<file path="src/rtl/ofdm_cp_insert_pkg.sv">
// ---------------------------------------------------------------------------
// ofdm_cp_insert_pkg
//   Shared definitions for the OFDM cyclic-prefix inserter:
//   default geometry (sample width, FFT size, prefix length) and the
//   read-side state encoding.
// ---------------------------------------------------------------------------
package ofdm_cp_insert_pkg;

   localparam int CPI_DW   = 12;   // sample width per rail
   localparam int CPI_NFFT = 64;   // samples per symbol (power of 2)
   localparam int CPI_NCP  = 16;   // cyclic prefix length

   typedef enum logic [1:0] {
      ST_IDLE = 2'd0,   // waiting for a full bank
      ST_CP   = 2'd1,   // replaying the symbol tail as prefix
      ST_BODY = 2'd2    // emitting the whole symbol
   } rd_state_t;

endpackage

</file>
<file path="src/rtl/cpi_dpram.sv">
// ---------------------------------------------------------------------------
// cpi_dpram
//   Simple dual-port RAM: one synchronous write port, one read port with a
//   registered output (read latency 1).
//   Ports:
//     i_clk    clock
//     i_we     write enable
//     i_waddr  write address
//     i_wdata  write data
//     i_re     read enable (output register loads only when set)
//     i_raddr  read address
//     o_rdata  registered read data
// ---------------------------------------------------------------------------
module cpi_dpram #(
   parameter int AW = 7,
   parameter int WW = 24
) (
   input  logic          i_clk,
   input  logic          i_we,
   input  logic [AW-1:0] i_waddr,
   input  logic [WW-1:0] i_wdata,
   input  logic          i_re,
   input  logic [AW-1:0] i_raddr,
   output logic [WW-1:0] o_rdata
);

   logic [WW-1:0] r_mem [0:(1<<AW)-1];

   // Synchronous write port
   always_ff @(posedge i_clk) begin
      if (i_we) begin
         r_mem[i_waddr] <= i_wdata;
      end
   end

   // Registered read port
   always_ff @(posedge i_clk) begin
      if (i_re) begin
         o_rdata <= r_mem[i_raddr];
      end
   end

endmodule

</file>
<file path="src/rtl/ofdm_cp_insert.sv">
// ---------------------------------------------------------------------------
// ofdm_cp_insert
//   Cyclic-prefix inserter. Collects NFFT-sample symbols into one of two
//   RAM banks (ping-pong) and replays each full bank as NCP prefix samples
//   (tail of the symbol) followed by the NFFT symbol samples, back-to-back.
//   Optional build macro CPI_WIN_EN: the first prefix sample of a symbol
//   that directly follows another symbol is averaged with the previous
//   symbol's last sample (floor of the mean).
//   Ports:
//     pld_clk, pld_rst      clock, asynchronous active-high reset
//     di_re/di_im/di_vld    input sample stream, di_sos marks sample 0
//     di_rdy                a write bank is free
//     do_re/do_im/do_vld    output sample stream, do_sos marks first CP sample
//     err                   sticky: symbol restarted before it was complete
// ---------------------------------------------------------------------------
module ofdm_cp_insert
   import ofdm_cp_insert_pkg::*;
#(
   parameter int DW   = CPI_DW,
   parameter int NFFT = CPI_NFFT,
   parameter int NCP  = CPI_NCP
) (
   input  logic          pld_clk,
   input  logic          pld_rst,
   input  logic [DW-1:0] di_re,
   input  logic [DW-1:0] di_im,
   input  logic          di_vld,
   input  logic          di_sos,
   output logic          di_rdy,
   output logic [DW-1:0] do_re,
   output logic [DW-1:0] do_im,
   output logic          do_vld,
   output logic          do_sos,
   output logic          err
);

   localparam int            IW       = $clog2(NFFT);
   localparam int            AW       = IW + 1;
   localparam logic [IW-1:0] LAST_IDX = IW'(NFFT - 1);
   localparam logic [IW-1:0] CP_LAST  = IW'(NCP - 1);
   localparam logic [IW-1:0] CP_BASE  = IW'(NFFT - NCP);

   logic [1:0]      r_full;
   logic            r_wr_bank;
   logic [IW-1:0]   r_wr_idx;
   logic            r_err;
   rd_state_t       r_state;
   logic            r_rd_bank;
   logic [IW-1:0]   r_rd_cnt;
   logic            r_v1;
   logic            r_sos1;

   logic            w_acc;
   logic            w_set_full;
   logic            w_rel;
   logic            w_rd_en;
   logic [IW-1:0]   w_rd_idx;
   logic [AW-1:0]   w_waddr;
   logic [AW-1:0]   w_raddr;
   logic [2*DW-1:0] w_rdata;

`ifdef CPI_WIN_EN
   logic            r_bb;     // current symbol follows the previous one directly
   logic            r_win1;   // RAM output is a sample to be windowed

   // Floor of the mean of two signed samples: DW+1 bit sum, arithmetic >>1
   function automatic logic [DW-1:0] win_avg(input logic [DW-1:0] a,
                                             input logic [DW-1:0] b);
      logic [DW:0] sum;
      sum = {a[DW-1], a} + {b[DW-1], b};
      return sum[DW:1];
   endfunction
`endif

   assign di_rdy     = ~r_full[r_wr_bank];
   assign err        = r_err;
   assign w_acc      = di_vld & di_rdy;
   // A restart (di_sos) never completes a symbol, even at the last index
   assign w_set_full = w_acc & ~di_sos & (r_wr_idx == LAST_IDX);
   assign w_rel      = (r_state == ST_BODY) && (r_rd_cnt == LAST_IDX);
   assign w_rd_en    = (r_state == ST_CP) || (r_state == ST_BODY);
   assign w_waddr    = {r_wr_bank, (di_sos ? {IW{1'b0}} : r_wr_idx)};
   assign w_raddr    = {r_rd_bank, w_rd_idx};

   // Read index: prefix replays the symbol tail, body starts at 0
   always_comb begin
      w_rd_idx = r_rd_cnt;
      if (r_state == ST_CP) begin
         w_rd_idx = CP_BASE + r_rd_cnt;
      end else begin
         w_rd_idx = r_rd_cnt;
      end
   end

   cpi_dpram #(
      .AW (AW),
      .WW (2*DW)
   ) u_ram (
      .i_clk   (pld_clk),
      .i_we    (w_acc),
      .i_waddr (w_waddr),
      .i_wdata ({di_re, di_im}),
      .i_re    (w_rd_en),
      .i_raddr (w_raddr),
      .o_rdata (w_rdata)
   );

   // Write index, write bank toggle and sticky restart error
   always_ff @(posedge pld_clk or posedge pld_rst) begin
      if (pld_rst) begin
         r_wr_bank <= 1'b0;
         r_wr_idx  <= {IW{1'b0}};
         r_err     <= 1'b0;
      end else if (w_acc) begin
         if (di_sos) begin
            if (r_wr_idx != {IW{1'b0}}) begin
               r_err <= 1'b1;
            end
            r_wr_idx <= IW'(1);
         end else if (r_wr_idx == LAST_IDX) begin
            r_wr_bank <= ~r_wr_bank;
            r_wr_idx  <= {IW{1'b0}};
         end else begin
            r_wr_idx <= r_wr_idx + IW'(1);
         end
      end
   end

   // Bank full flags: set and release always target different banks
   always_ff @(posedge pld_clk or posedge pld_rst) begin
      if (pld_rst) begin
         r_full <= 2'b00;
      end else begin
         if (w_set_full) begin
            r_full[r_wr_bank] <= 1'b1;
         end
         if (w_rel) begin
            r_full[r_rd_bank] <= 1'b0;
         end
      end
   end

   // Read FSM plus the RAM-stage valid/sos pipeline
   always_ff @(posedge pld_clk or posedge pld_rst) begin
      if (pld_rst) begin
         r_state   <= ST_IDLE;
         r_rd_bank <= 1'b0;
         r_rd_cnt  <= {IW{1'b0}};
         r_v1      <= 1'b0;
         r_sos1    <= 1'b0;
`ifdef CPI_WIN_EN
         r_bb      <= 1'b0;
         r_win1    <= 1'b0;
`endif
      end else begin
         r_v1   <= w_rd_en;
         r_sos1 <= (r_state == ST_CP) && (r_rd_cnt == {IW{1'b0}});
`ifdef CPI_WIN_EN
         r_win1 <= (r_state == ST_CP) && (r_rd_cnt == {IW{1'b0}}) && r_bb;
`endif
         case (r_state)
            ST_IDLE: begin
               if (r_full[r_rd_bank]) begin
                  r_state  <= ST_CP;
                  r_rd_cnt <= {IW{1'b0}};
`ifdef CPI_WIN_EN
                  r_bb     <= 1'b0;
`endif
               end
            end
            ST_CP: begin
               if (r_rd_cnt == CP_LAST) begin
                  r_state  <= ST_BODY;
                  r_rd_cnt <= {IW{1'b0}};
               end else begin
                  r_rd_cnt <= r_rd_cnt + IW'(1);
               end
            end
            ST_BODY: begin
               if (r_rd_cnt == LAST_IDX) begin
                  r_rd_bank <= ~r_rd_bank;
                  r_rd_cnt  <= {IW{1'b0}};
                  // Chain straight into the next prefix if it is waiting
                  if (r_full[~r_rd_bank]) begin
                     r_state <= ST_CP;
`ifdef CPI_WIN_EN
                     r_bb    <= 1'b1;
`endif
                  end else begin
                     r_state <= ST_IDLE;
                  end
               end else begin
                  r_rd_cnt <= r_rd_cnt + IW'(1);
               end
            end
            default: begin
               r_state <= ST_IDLE;
            end
         endcase
      end
   end

   // Output register; while windowing, do_re/do_im still hold the
   // previous symbol's last sample, emitted on the preceding cycle
   always_ff @(posedge pld_clk or posedge pld_rst) begin
      if (pld_rst) begin
         do_re  <= {DW{1'b0}};
         do_im  <= {DW{1'b0}};
         do_vld <= 1'b0;
         do_sos <= 1'b0;
      end else begin
         do_vld <= r_v1;
         do_sos <= r_sos1;
         if (r_v1) begin
`ifdef CPI_WIN_EN
            if (r_win1) begin
               do_re <= win_avg(w_rdata[2*DW-1:DW], do_re);
               do_im <= win_avg(w_rdata[DW-1:0], do_im);
            end else begin
               do_re <= w_rdata[2*DW-1:DW];
               do_im <= w_rdata[DW-1:0];
            end
`else
            do_re <= w_rdata[2*DW-1:DW];
            do_im <= w_rdata[DW-1:0];
`endif
         end
      end
   end

endmodule
</file>
<file path="config.mk">
export PLATFORM = sky130hd
export DESIGN_NAME = ofdm_cp_insert
export DESIGN_NICKNAME = d
export VERILOG_FILES = /design/src/rtl/ofdm_cp_insert_pkg.sv /design/src/rtl/cpi_dpram.sv /design/src/rtl/ofdm_cp_insert.sv
export SDC_FILE = /design/constraint.sdc
export NUM_CORES = 2
export LEC_CHECK = 0
export BUFFER_PORTS_ARGS = -buffer_cell sky130_fd_sc_hd__clkbuf_2
export CAP_MARGIN = 30
export CELL_PAD_IN_SITES_DETAIL_PLACEMENT = 1
export CELL_PAD_IN_SITES_GLOBAL_PLACEMENT = 2
export CORE_ASPECT_RATIO = 0.9
export CORE_MARGIN = 2
export CORE_UTILIZATION = 51
export DETAILED_ROUTE_END_ITERATION = 16
export GPL_ROUTABILITY_DRIVEN = 0
export GPL_TIMING_DRIVEN = 0
export PLACE_DENSITY_LB_ADDON = 0.25
export REMOVE_ABC_BUFFERS = 1
export SLEW_MARGIN = 15
export SYNTH_ARGS = -nofsm -noshare
export SYNTH_HDL_FRONTEND = slang
export SYNTH_SLANG_ARGS = --single-unit
</file>
<file path="constraint.sdc">
create_clock -name pld_clk -period 4.03 [get_ports pld_clk]
set_clock_uncertainty 0.2 [all_clocks]
set_input_delay 0.2015 -clock pld_clk [delete_from_list [all_inputs] [get_ports pld_clk]]
set_output_delay 0.2015 -clock pld_clk [all_outputs]
set_load 0.02 [all_outputs]
</file>
==> impl_metrics.py <==
metrics = {
    "detailed_routing": {
        "drc_errors": 0,
        "drtPass1Iterations": 6,
        "drtIter0Drc": 10220,
        "drtAntennaViolNets": 0,
        "routed_wirelength_um": 380600,
        "vias": 63860,
        "wl_per_cell_um": 40.43,
        "vias_per_cell": 6.784,
    },
    "floorplanning": {
        "core_area_mm2": 0.2356,
        "die_y_um": 465.8,
        "die_x_um": 517.1,
        "rows": 169,
        "pin_count": 56,
        "start_util": 0.5130,
        "dieArea_mm2": 0.2409,
    },
    "global_route": {
        "track_usage": 0.3172,
        "antenna_found_initial": 23,
        "grt_pass1_vias": 64770,
        "overflow": 0,
        "grt_max_degree": 126,
        "grt_pass1_wl_um": 525300,
    },
    "clocking": {
        "htree_levels": 5,
        "cts_tree": "yes",
        "clk_latency_ps": 990,
        "numCtsBuffers": 329,
        "cts_sinks": 3143,
        "ctsRootBufferMaster": "clkbuf_16",
        "path_clk_slew_ps": 70,
        "clockBufferDepth": 4,
    },
    "sta": {
        "maxSlewViolCount": 0,
        "rsz0062_at_grt": "true",
        "fmax_ghz": 0.2390,
        "fin_crit_sh": 1.038,
        "hold_viol": 0,
        "fin_crit_ps": 4184,
        "worst_pin_slew_ps": 1114,
        "slew_headroom": 0.2542,
        "finalSetupViolations": 5,
        "layout_setup_ws_ps": -153.7,
        "hold_ws_ps": 32.10,
    },
    "yosys": {
        "synth-main-ff-cell": "edfxtp_1",
        "syn_area_mm2": 0.1208,
        "syn_inst": 5471,
        "yosysSeqAreaShare": 0.7791,
        "avgSynthCellArea_um2": 22.09,
        "synth_seq_cells": 3143,
        "synth_edf_count": 3096,
        "async_flop_share": 0.01495,
        "synth_cell_types": 70,
        "yosysWarnings": 0,
    },
    "cells_and_area": {
        "post-route-util": 0.6140,
        "layout.nets": 6050,
        "fillers": 18820,
        "drive_above_1_share": 0.3112,
        "stdcell_count": 9414,
        "syn_to_final_growth_pct": 19.70,
    },
    "placement": {
        "hpwl_um": 232800,
        "portBuffers": 55,
        "post-place-ws_ps": -1752,
        "placed_cells": 8675,
    },
    "min_path": {
        "min_from": "di_im[8]",
        "hold_depth": 2,
        "holdPathEnd": "u_ram.r_mem[53][8]$_DFFE_PP_",
        "hp-class": "in -> reg",
    },
    "worst_setup_path": {
        "endpoint_kind": "flop",
        "path_max_fanout": 28,
        "worstSetupStartpointType": "flop",
        "r2r_start": "r_rd_cnt[1]$_DFFE_PP0P_",
        "worstPathArrival_ps": 4640,
        "worst-r2r-setup-slack_ps": -150,
        "critical_path_class": "reg -> reg",
        "reg2reg_to": "u_ram.o_rdata[16]$_DFFE_PP_",
        "cp.required_ps": 4480,
        "reg2reg_depth": 11,
    },
    "power": {
        "finalPower_w": 0.06684,
        "powerDensity_mw_per_mm2": 462.1,
        "leakage_nw": 44.51,
        "irDropWorstVdd_mv": 0.4786,
    },
    "status": {
        "violations": "negative setup slack",
        "outcome": "complete, but fails checks",
    },
    "job": {
        "maxCapViolCount": 0,
    },
}
-- metal layers --
layer / GRT usage / wire length (um)
met1: 0.4535 / 147400
met2: 0.4730 / 174900
met3: 0.07569 / 41090
met4: 0.1330 / 17140
met5: 0 / 36
-- repair_timing --
item / 4_1_cts / 5_1_grt
pin swaps: 44 / 10
endpoints found under the hold margin: 3129 / 0
resized for setup: 101 / 27
cloned: 19 / 5
hold buffers: 37 / 0
buffers inserted: 96 / 5
endpoints found under the setup margin: 2712 / 23
-- flip-flops by register name (all words and copies together) (netlist names), 2 cells and up --
signal	flops
r_state	2
r_wr_idx	6
r_rd_cnt	6
do_re	12
u_ram.o_rdata	24
u_ram.r_mem	3072
do_im	12
r_full	2
-- worst max-delay path, stage by stage, from the launching register on --
cell and delay (ps):
dfrtp_4 440, buf_12 270, buf_16 240, buf_16 220, buf_16 220, mux4_2 550, a22o_1 280, a221oi_2 190
buf_4 240, a32oi_1 180, nor4_4 550, a31oi_1 220
-- layout make-up --
type	count	area (um^2)	area share
Inverter	15	78.83	0.0005450
Tap cell	3163	3958	0.02736
Timing Repair Buffer	524	9752	0.06742
Sequential cell	3143	94170	0.6510
Multi-Input combinational cell	1999	26570	0.1837
Antenna cell	8	20.02	0.0001384
Clock buffer	411	8803	0.06086
Clock inverter	151	1296	0.008962
-- report_power, final --
part / total, W / switching (W) / internal [W]
combinational: 0.00139 / 0.00106 / 0.000329
sequential: 0.0361 / 0.0000617 / 0.0360
clock: 0.0294 / 0.0124 / 0.0169
total: 0.0668 / 0.0136 / 0.0533
-- cells in the final DEF (no fill, tap or decap), types with 10 or more instances in the layout --
cell and count:
edfxtp_1 3096, mux4_2 715, clkbuf_16 344, mux2i_1 199, nand2_1 190, buf_16 181, nor2_4 133, buf_12 103
buf_4 82, a22oi_1 80, a21oi_1 76, clkinv_1 67, clkbuf_1 67, o221ai_1 53, clkinv_2 52, nor2_1 39
dfrtp_1 39, mux2_2 38, dlygate4sd3_1 37, nand3_1 36, o21ai_0 35, a22o_1 33, clkbuf_2 31, clkbuf_8 29
a31oi_1 27, o22ai_1 26, nor3_1 25, bufinv_16 24, nand4_1 23, bufbuf_16 19, buf_6 18, buf_8 17
a211oi_1 15, and3_1 13, a221oi_1 13, a32oi_1 12, o21ai_1 11, inv_1 10
-- worst max path at each step --
stage                             from                     endpoint  cells past startpoint
2_1_floorplan  r_rd_cnt[0]$_DFFE_PP0P_  u_ram.o_rdata[14]$_DFFE_PP_                      6
3_3_place_gp   r_rd_cnt[1]$_DFFE_PP0P_  u_ram.o_rdata[22]$_DFFE_PP_                      5
3_5_place_dp   r_rd_cnt[2]$_DFFE_PP0P_  u_ram.o_rdata[19]$_DFFE_PP_                     12
4_1_cts        r_rd_cnt[3]$_DFFE_PP0P_  u_ram.o_rdata[19]$_DFFE_PP_                      9
5_1_grt        r_rd_cnt[1]$_DFFE_PP0P_  u_ram.o_rdata[16]$_DFFE_PP_                     11
6_report       r_rd_cnt[1]$_DFFE_PP0P_  u_ram.o_rdata[16]$_DFFE_PP_                     11
-- metrics by stage --
stage | setup TNS (ps) | instance area, um^2
final | -404.7 | 144600
after global routing | -105.1 | 144600
after detailed placement | -1716330 | 131400
after global placement | - | 123100
after floorplan | -964210 | 118800
after CTS | -232.0 | 144200
-- cells in the mapped netlist, drive strengths merged (38+ instances only) --
library cell | n | area share
edfxtp | 3096 | 0.77
mux4 | 715 | 0.13
buf | 224 | 0.014
mux2i | 202 | 0.017
nand2 | 194 | 0.0060
nor2 | 175 | 0.0054
clkbuf | 90 | 0.0028
a22oi | 85 | 0.0053
a21oi | 83 | 0.0035
o221ai | 54 | 0.0039
o21ai | 53 | 0.0022
dfrtp | 47 | 0.0097
nand3 | 42 | 0.0017
mux2 | 38 | 0.0035
-- cell families (layout without fill, tap and decap cells) --
logic type / after synthesis / after routing / synth area share
muxes: 955 / 955 / 0.1535
xor gates and xnor gates: 4 / 4 / 0.0003521
AOI/OAI and AO/OA: 501 / 501 / 0.02960
DFF: 3143 / 3143 / 0.7791
buffers and inverters: 329 / 1101 / 0.01713
and+or+nand+nor: 529 / 529 / 0.01925
adders and majority gates: 10 / 10 / 0.001035
other: 0 / 8 / 0
No activity file was read; power rests on OpenSTA's default activity.
